## src/rtl/iter_divider_pkg.sv

```systemverilog
// Shared definitions for the iterative divider and its EX-stage requester.
//   div_state_e        : divider FSM state encoding
//   DivStart/DivStop   : start_i levels (request or hold / release)
//   DivResultReady/... : ready_o levels
//   ZeroWord           : all-zero 32-bit word
package iter_divider_pkg;

    typedef enum logic [1:0] {
        DivFree   = 2'b00,
        DivByZero = 2'b01,
        DivOn     = 2'b10,
        DivEnd    = 2'b11
    } div_state_e;

    localparam logic DivStart          = 1'b1;
    localparam logic DivStop           = 1'b0;
    localparam logic DivResultReady    = 1'b1;
    localparam logic DivResultNotReady = 1'b0;

    localparam logic [31:0] ZeroWord = 32'h0000_0000;

endpackage

```

## src/rtl/iter_divider.sv

```systemverilog
// Multi-cycle radix-2 restoring divider, responder side of the EX-stage divide handshake.
// One quotient bit per cycle; signed operands are divided as magnitudes and the signs are
// re-applied once the last step is done.
// Ports:
//   clk, rst      : rising-edge clock, synchronous active-high reset
//   signed_div_i  : 1 = signed divide, 0 = unsigned; latched at start
//   opdata1_i     : dividend; latched at start
//   opdata2_i     : divisor; latched at start
//   start_i       : DivStart requests/holds an operation, DivStop releases the result
//   annul_i       : abort the in-flight operation
//   result_o      : {remainder, quotient}, registered
//   ready_o       : DivResultReady while result_o is valid, registered
module iter_divider
    import iter_divider_pkg::*;
#(
    parameter int unsigned DATA_W = 32
) (
    input  logic                clk,
    input  logic                rst,
    input  logic                signed_div_i,
    input  logic [DATA_W-1:0]   opdata1_i,
    input  logic [DATA_W-1:0]   opdata2_i,
    input  logic                start_i,
    input  logic                annul_i,
    output logic [2*DATA_W-1:0] result_o,
    output logic                ready_o
);

    localparam int unsigned    CntW     = $clog2(DATA_W) + 1;
    localparam logic [CntW-1:0] LastStep = CntW'(DATA_W - 1);

    div_state_e          state_q, state_d;
    logic [CntW-1:0]     cnt_q, cnt_d;
    // {partial remainder, dividend bits still to consume / quotient bits produced, 1}
    logic [2*DATA_W:0]   work_q, work_d;
    logic [DATA_W-1:0]   divisor_q, divisor_d;
    logic                neg_quo_q, neg_quo_d;
    logic                neg_rem_q, neg_rem_d;
    logic [2*DATA_W-1:0] result_q, result_d;
    logic                ready_q, ready_d;

    // Operand magnitudes, taken from the live inputs at the start edge.
    logic [DATA_W-1:0] dividend_abs, divisor_abs;
    assign dividend_abs = (signed_div_i && opdata1_i[DATA_W-1]) ? -opdata1_i : opdata1_i;
    assign divisor_abs  = (signed_div_i && opdata2_i[DATA_W-1]) ? -opdata2_i : opdata2_i;

    // Restoring step. The compare stands in for the sign of the (DATA_W+1)-bit difference;
    // when it passes the true difference is below the divisor, so DATA_W bits hold it.
    logic [DATA_W:0]   upper;
    logic              sub_ok;
    logic [DATA_W-1:0] diff;
    logic [2*DATA_W:0] step_work;
    assign upper     = work_q[2*DATA_W:DATA_W];
    assign sub_ok    = (upper >= {1'b0, divisor_q});
    assign diff      = upper[DATA_W-1:0] - divisor_q;
    assign step_work = sub_ok ? {diff, work_q[DATA_W-1:0], 1'b1}
                              : {upper[DATA_W-1:0], work_q[DATA_W-1:0], 1'b0};

    // Sign fix-up applied when the result is presented.
    logic [DATA_W-1:0] quo_raw, rem_raw, quo_fix, rem_fix;
    assign quo_raw = work_q[DATA_W-1:0];
    assign rem_raw = work_q[2*DATA_W:DATA_W+1];
    assign quo_fix = neg_quo_q ? -quo_raw : quo_raw;
    assign rem_fix = neg_rem_q ? -rem_raw : rem_raw;

    always_comb begin
        state_d   = state_q;
        cnt_d     = cnt_q;
        work_d    = work_q;
        divisor_d = divisor_q;
        neg_quo_d = neg_quo_q;
        neg_rem_d = neg_rem_q;
        result_d  = result_q;
        ready_d   = ready_q;

        unique case (state_q)
            DivFree: begin
                ready_d  = DivResultNotReady;
                result_d = '0;
                if (start_i == DivStart && !annul_i) begin
                    if (opdata2_i == '0) begin
                        state_d = DivByZero;
                    end else begin
                        state_d   = DivOn;
                        cnt_d     = '0;
                        neg_quo_d = signed_div_i & (opdata1_i[DATA_W-1] ^ opdata2_i[DATA_W-1]);
                        neg_rem_d = signed_div_i & opdata1_i[DATA_W-1];
                        divisor_d = divisor_abs;
                        work_d    = {{DATA_W{1'b0}}, dividend_abs, 1'b0};
                    end
                end
            end

            // Clearing the working state makes DivEnd present an all-zero result.
            DivByZero: begin
                if (annul_i) begin
                    state_d = DivFree;
                end else begin
                    state_d   = DivEnd;
                    work_d    = '0;
                    neg_quo_d = 1'b0;
                    neg_rem_d = 1'b0;
                end
            end

            DivOn: begin
                if (annul_i) begin
                    state_d = DivFree;
                end else begin
                    work_d = step_work;
                    cnt_d  = cnt_q + CntW'(1);
                    if (cnt_q == LastStep) begin
                        state_d = DivEnd;
                    end
                end
            end

            DivEnd: begin
                if (start_i == DivStart && !annul_i) begin
                    result_d = {rem_fix, quo_fix};
                    ready_d  = DivResultReady;
                end else begin
                    state_d  = DivFree;
                    result_d = '0;
                    ready_d  = DivResultNotReady;
                end
            end

            default: begin
                state_d = DivFree;
            end
        endcase
    end

    always_ff @(posedge clk) begin
        if (rst) begin
            state_q   <= DivFree;
            cnt_q     <= '0;
            work_q    <= '0;
            divisor_q <= '0;
            neg_quo_q <= 1'b0;
            neg_rem_q <= 1'b0;
            result_q  <= '0;
            ready_q   <= DivResultNotReady;
        end else begin
            state_q   <= state_d;
            cnt_q     <= cnt_d;
            work_q    <= work_d;
            divisor_q <= divisor_d;
            neg_quo_q <= neg_quo_d;
            neg_rem_q <= neg_rem_d;
            result_q  <= result_d;
            ready_q   <= ready_d;
        end
    end

    assign result_o = result_q;
    assign ready_o  = ready_q;

endmodule

```

## config.mk

```make
export PLATFORM = sky130hd
export DESIGN_NAME = iter_divider
export DESIGN_NICKNAME = d
export VERILOG_FILES = /design/src/rtl/iter_divider_pkg.sv /design/src/rtl/iter_divider.sv
export SDC_FILE = /design/constraint.sdc
export NUM_CORES = 1
export LEC_CHECK = 0
export BUFFER_PORTS_ARGS = -buffer_cell sky130_fd_sc_hd__buf_4
export CORE_MARGIN = 3
export CORE_UTILIZATION = 35
export CTS_CLUSTER_DIAMETER = 80
export DETAILED_ROUTE_END_ITERATION = 10
export GPL_TIMING_DRIVEN = 0
export PLACE_DENSITY = 0.65
export SYNTH_ARGS = -nofsm -noshare
export SYNTH_HDL_FRONTEND = slang
export SYNTH_SLANG_ARGS = --single-unit
```

## constraint.sdc

```tcl
create_clock -name clk -period 3.09 [get_ports clk]
set_input_delay 0.4635 -clock clk [delete_from_list [all_inputs] [get_ports clk]]
set_output_delay 0.4635 -clock clk [all_outputs]
set_load 0.03 [all_outputs]
```

==> impl_metrics.json <==
{
  "num-fill-cells": 3069,
  "power.net_switching_mw": 3.531,
  "synthXorXnorAreaFrac_pct": 11.69,
  "crit_top_cell": "buf_2",
  "synthArstFlopShare_pct": 0,
  "numCtsBuffers": 17,
  "power_frac_comb_pct": 40.1,
  "whs_ps": 269.4,
  "path_cells": "buf_4, or4_4, nor4b_2, or4b_1, buf_2, a31oi_2, buf_2, a21oi_1, a221oi_1",
  "synth_top_family_by_area": "compound AO/OA/AOI/OAI gates",
  "yosysUniqueCellTypes": 68,
  "coreArea_sq_um": 30670,
  "ant_nets": 0,
  "whs_path_depth": 3,
  "n_antenna_cell": 0,
  "start_util_pct": 35.65,
  "multi_input_area_sq_um": 7053,
  "drv_slew": 0,
  "io_pins": 134,
  "yosys.area_share.simple_pct": 19.80,
  "clkPwrFrac_pct": 26.5,
  "holdBufCountCts": 0,
  "htreeDepth": 4,
  "grt_antenna_before_repair": 0,
  "place.gp.congestion": 0.9478,
  "vias": 11070,
  "met3_usage_pct": 3.511,
  "cts.clk_slew.worst_paths_ps": 80,
  "drtIter0Drc": 906,
  "power.total_mw": 8.432,
  "regArea_sq_um": 3447,
  "placed_area_sq_um": 12420,
  "portBuffers": 132,
  "use_met1_pct": 29.77,
  "crit_required_ps": 3450,
  "critPathTopFamily": "simple AND/OR/NAND/NOR gates",
  "insertion_delay_ps": 460,
  "fp.dieH_microns": 182.8,
  "via_per_inst": 5.603,
  "grt_pass1_vias": 10350,
  "grt_pass1_wl_microns": 56240,
  "slew-limit-headroom_pct": 38.63,
  "synth_ff_type": "dfxtp_1",
  "reg2reg_depth": 12,
  "syn_avg_cell_area_sq_um": 7.684,
  "p_seq_share_pct": 33.4,
  "hpwlAfterDp_microns": 28050,
  "area_growth_pct": 20.33,
  "hold_path.class": "in2reg",
  "outcome": "finished, final reports clean",
  "die_area_sq_um": 33400,
  "fin_area_sq_um": 13160,
  "die_x_microns": 182.8,
  "synth_cells": 1423,
  "switching_share_pct": 41.88,
  "critPathLaunchType": "primary input",
  "hold_viol": 0,
  "leakagePower_nw": 5.301,
  "p_per_area_nw_per_um2": 640.8,
  "synth_seq_cells": 172,
  "period_share_pct": 96.73,
  "setup_viol": 0,
  "synth_top_cell_area_share_pct": 31.49,
  "synth.area.mux_share_pct": 1.007,
  "cts_max_path_buffers": 2,
  "synthesis.area_sq_um": 10930,
  "worstMarginPinSlew_ps": 920.5,
  "end_kind": "register",
  "grt_util_met2_pct": 31.50,
  "critPathMaxStageDelay_ps": 570,
  "synth_fp_nets": 1534,
  "arrival_ps": 3350,
  "peakVddDrop_uv": 421.3,
  "synth-adder-area-share_pct": 4.875,
  "critPathKind": "in2reg",
  "synth_compound_area_share_pct": 25.84,
  "cts.sinks": 172,
  "timing.critical_path.buf_inv": 3,
  "overflow": 0,
  "rows": 64,
  "grtUsageTotal_pct": 20.76,
  "cp.depth": 9,
  "yosys_warnings": 0,
  "grt.busiest_layer": "met2",
  "final_common_cell": "nor2_1",
  "yosysTopAreaCell": "dfxtp_1",
  "power.internal_mw": 4.901,
  "wl_per_cell_microns": 17.93,
  "cts_tree": "built",
  "clock_tree.root_cell": "clkbuf_16",
  "clock.fmax_mhz": 334.6,
  "mostFrequentLayoutCells": "nor2_1, dfxtp_1, buf_4",
  "wl_microns": 35420,
  "path_max_fanout": 10,
  "fin_nets": 1677,
  "yosysSeqAreaShare_pct": 31.49,
  "synth_edf_count": 0,
  "skew_ps": 19.61,
  "drive_gt1_share_pct": 13.55,
  "netlist_top_cells_area": "dfxtp_1, nor2_1, xnor2_1, xor2_1, o21ai_0",
  "drtPass1Iterations": 5,
  "maxCapViolations": 0,
  "min_period_ps": 2989,
  "drcViolationCount": 0,
  "grt_max_degree": 17,
  "crit_path_top_delay_cell": "or4_4"
}
==> power by group through the flow <==
stage	clock network [mW]	registers (mW)	logic (mW)
final	2.23	2.82	3.38
after global routing	2.33	2.85	3.72
after CTS	2.24	2.80	3.23
after detailed placement	0	2.85	3.17
after global placement	0	2.84	3.13
after floorplan	0	2.72	2.30
==> flip-flops by register name, indices dropped and copies added (netlist names) <==
name and count:
divisor_q 32, state_q 2, neg_rem_q 1, result_o 64
ready_o 1, neg_quo_q 1, work_q 65, cnt_q 6
==> layer usage <==
layer	vias to the layer above	part of all wire, %
met5	-	0
met4	0	2.6
met3	72	7.2
met2	435	43
met1	5167	47
li1	5392	-
==> cell families after synthesis <==
kind of cell / Yosys count
DFF: 172
adders and majority gates: 42
muxes: 11
AOI/OAI and AO/OA: 437
and+or+nand+nor: 469
buffers and inverters: 146
xor gates and xnor gates: 146
==> stage by stage <==
step / instances / setup WS, ps / utilization [%] / setup TNS [ps]
after floorplan: 1423 / 203.8 / - / 0
after global placement: 1951 / -434.6 / 40.50 / -24410
after detailed placement: 1951 / -447.3 / 40.50 / -25850
after CTS: 1984 / -63.76 / 42.57 / -165.6
after global routing: 1975 / -16.42 / 42.90 / -16.42
final: 1975 / 101.0 / 42.90 / 0
==> final timing paths <==
kind	startpoint	slack, ps	endpoint
max	opdata2_i[21]	100	work_q[32]
max reg2reg	divisor_q[0]	130	work_q[63]
min	opdata2_i[0]	270	divisor_q[0]
min reg2reg	result_o[25]	490	result_o[25]
==> timing repair <==
action | CTS | global route
setup endpoints to repair | 33 | 69
resized for setup | 12 | 29
buffers inserted | 2 | 2
pin swaps | 1 | 4
endpoints found under the hold margin | 0 | 0
==> Yosys cell counts (11+ instances only) <==
cell      count
a211oi_1     37
a21o_1       12
a21oi_1     103
a22o_1       25
a22oi_1      33
a32oi_1      14
clkbuf_1     79
dfxtp_1     172
ha_1         41
inv_1        55
mux2i_1      11
nand2_1     118
nand2b_1     11
nand3_1      18
nand4_1      18
nor2_1      199
nor3_1       21
nor4_1       12
o21ai_0     107
o21ai_1      12
o31ai_1      24
o41ai_1      16
or3_1        18
or4_1        17
xnor2_1      76
xor2_1       70
==> worst reg2reg max path, stage by stage, from the launching register on <==
cell and delay (ps):
dfxtp_1 380, ha_1 170, inv_1 50, fa_1 390, a21o_1 210, a221oi_4 310, nor4_1 110, nor4_2 210
buf_4 170, o21ai_1 150, a41oi_1 350, mux2i_1 250, nand2_1 70
==> final cells by class <==
| class | instances | area share, % |
|---|---|---|
| clock inverter | 13 | 1.179 |
| tap | 396 | 3.766 |
| clock buffer | 19 | 3.366 |
| multi-input combinational | 1105 | 53.60 |
| inverter | 55 | 1.569 |
| timing repair buffer | 136 | 7.760 |
| buffer | 79 | 2.558 |
| sequential | 172 | 26.20 |
(Power assumes the default switching activity.)
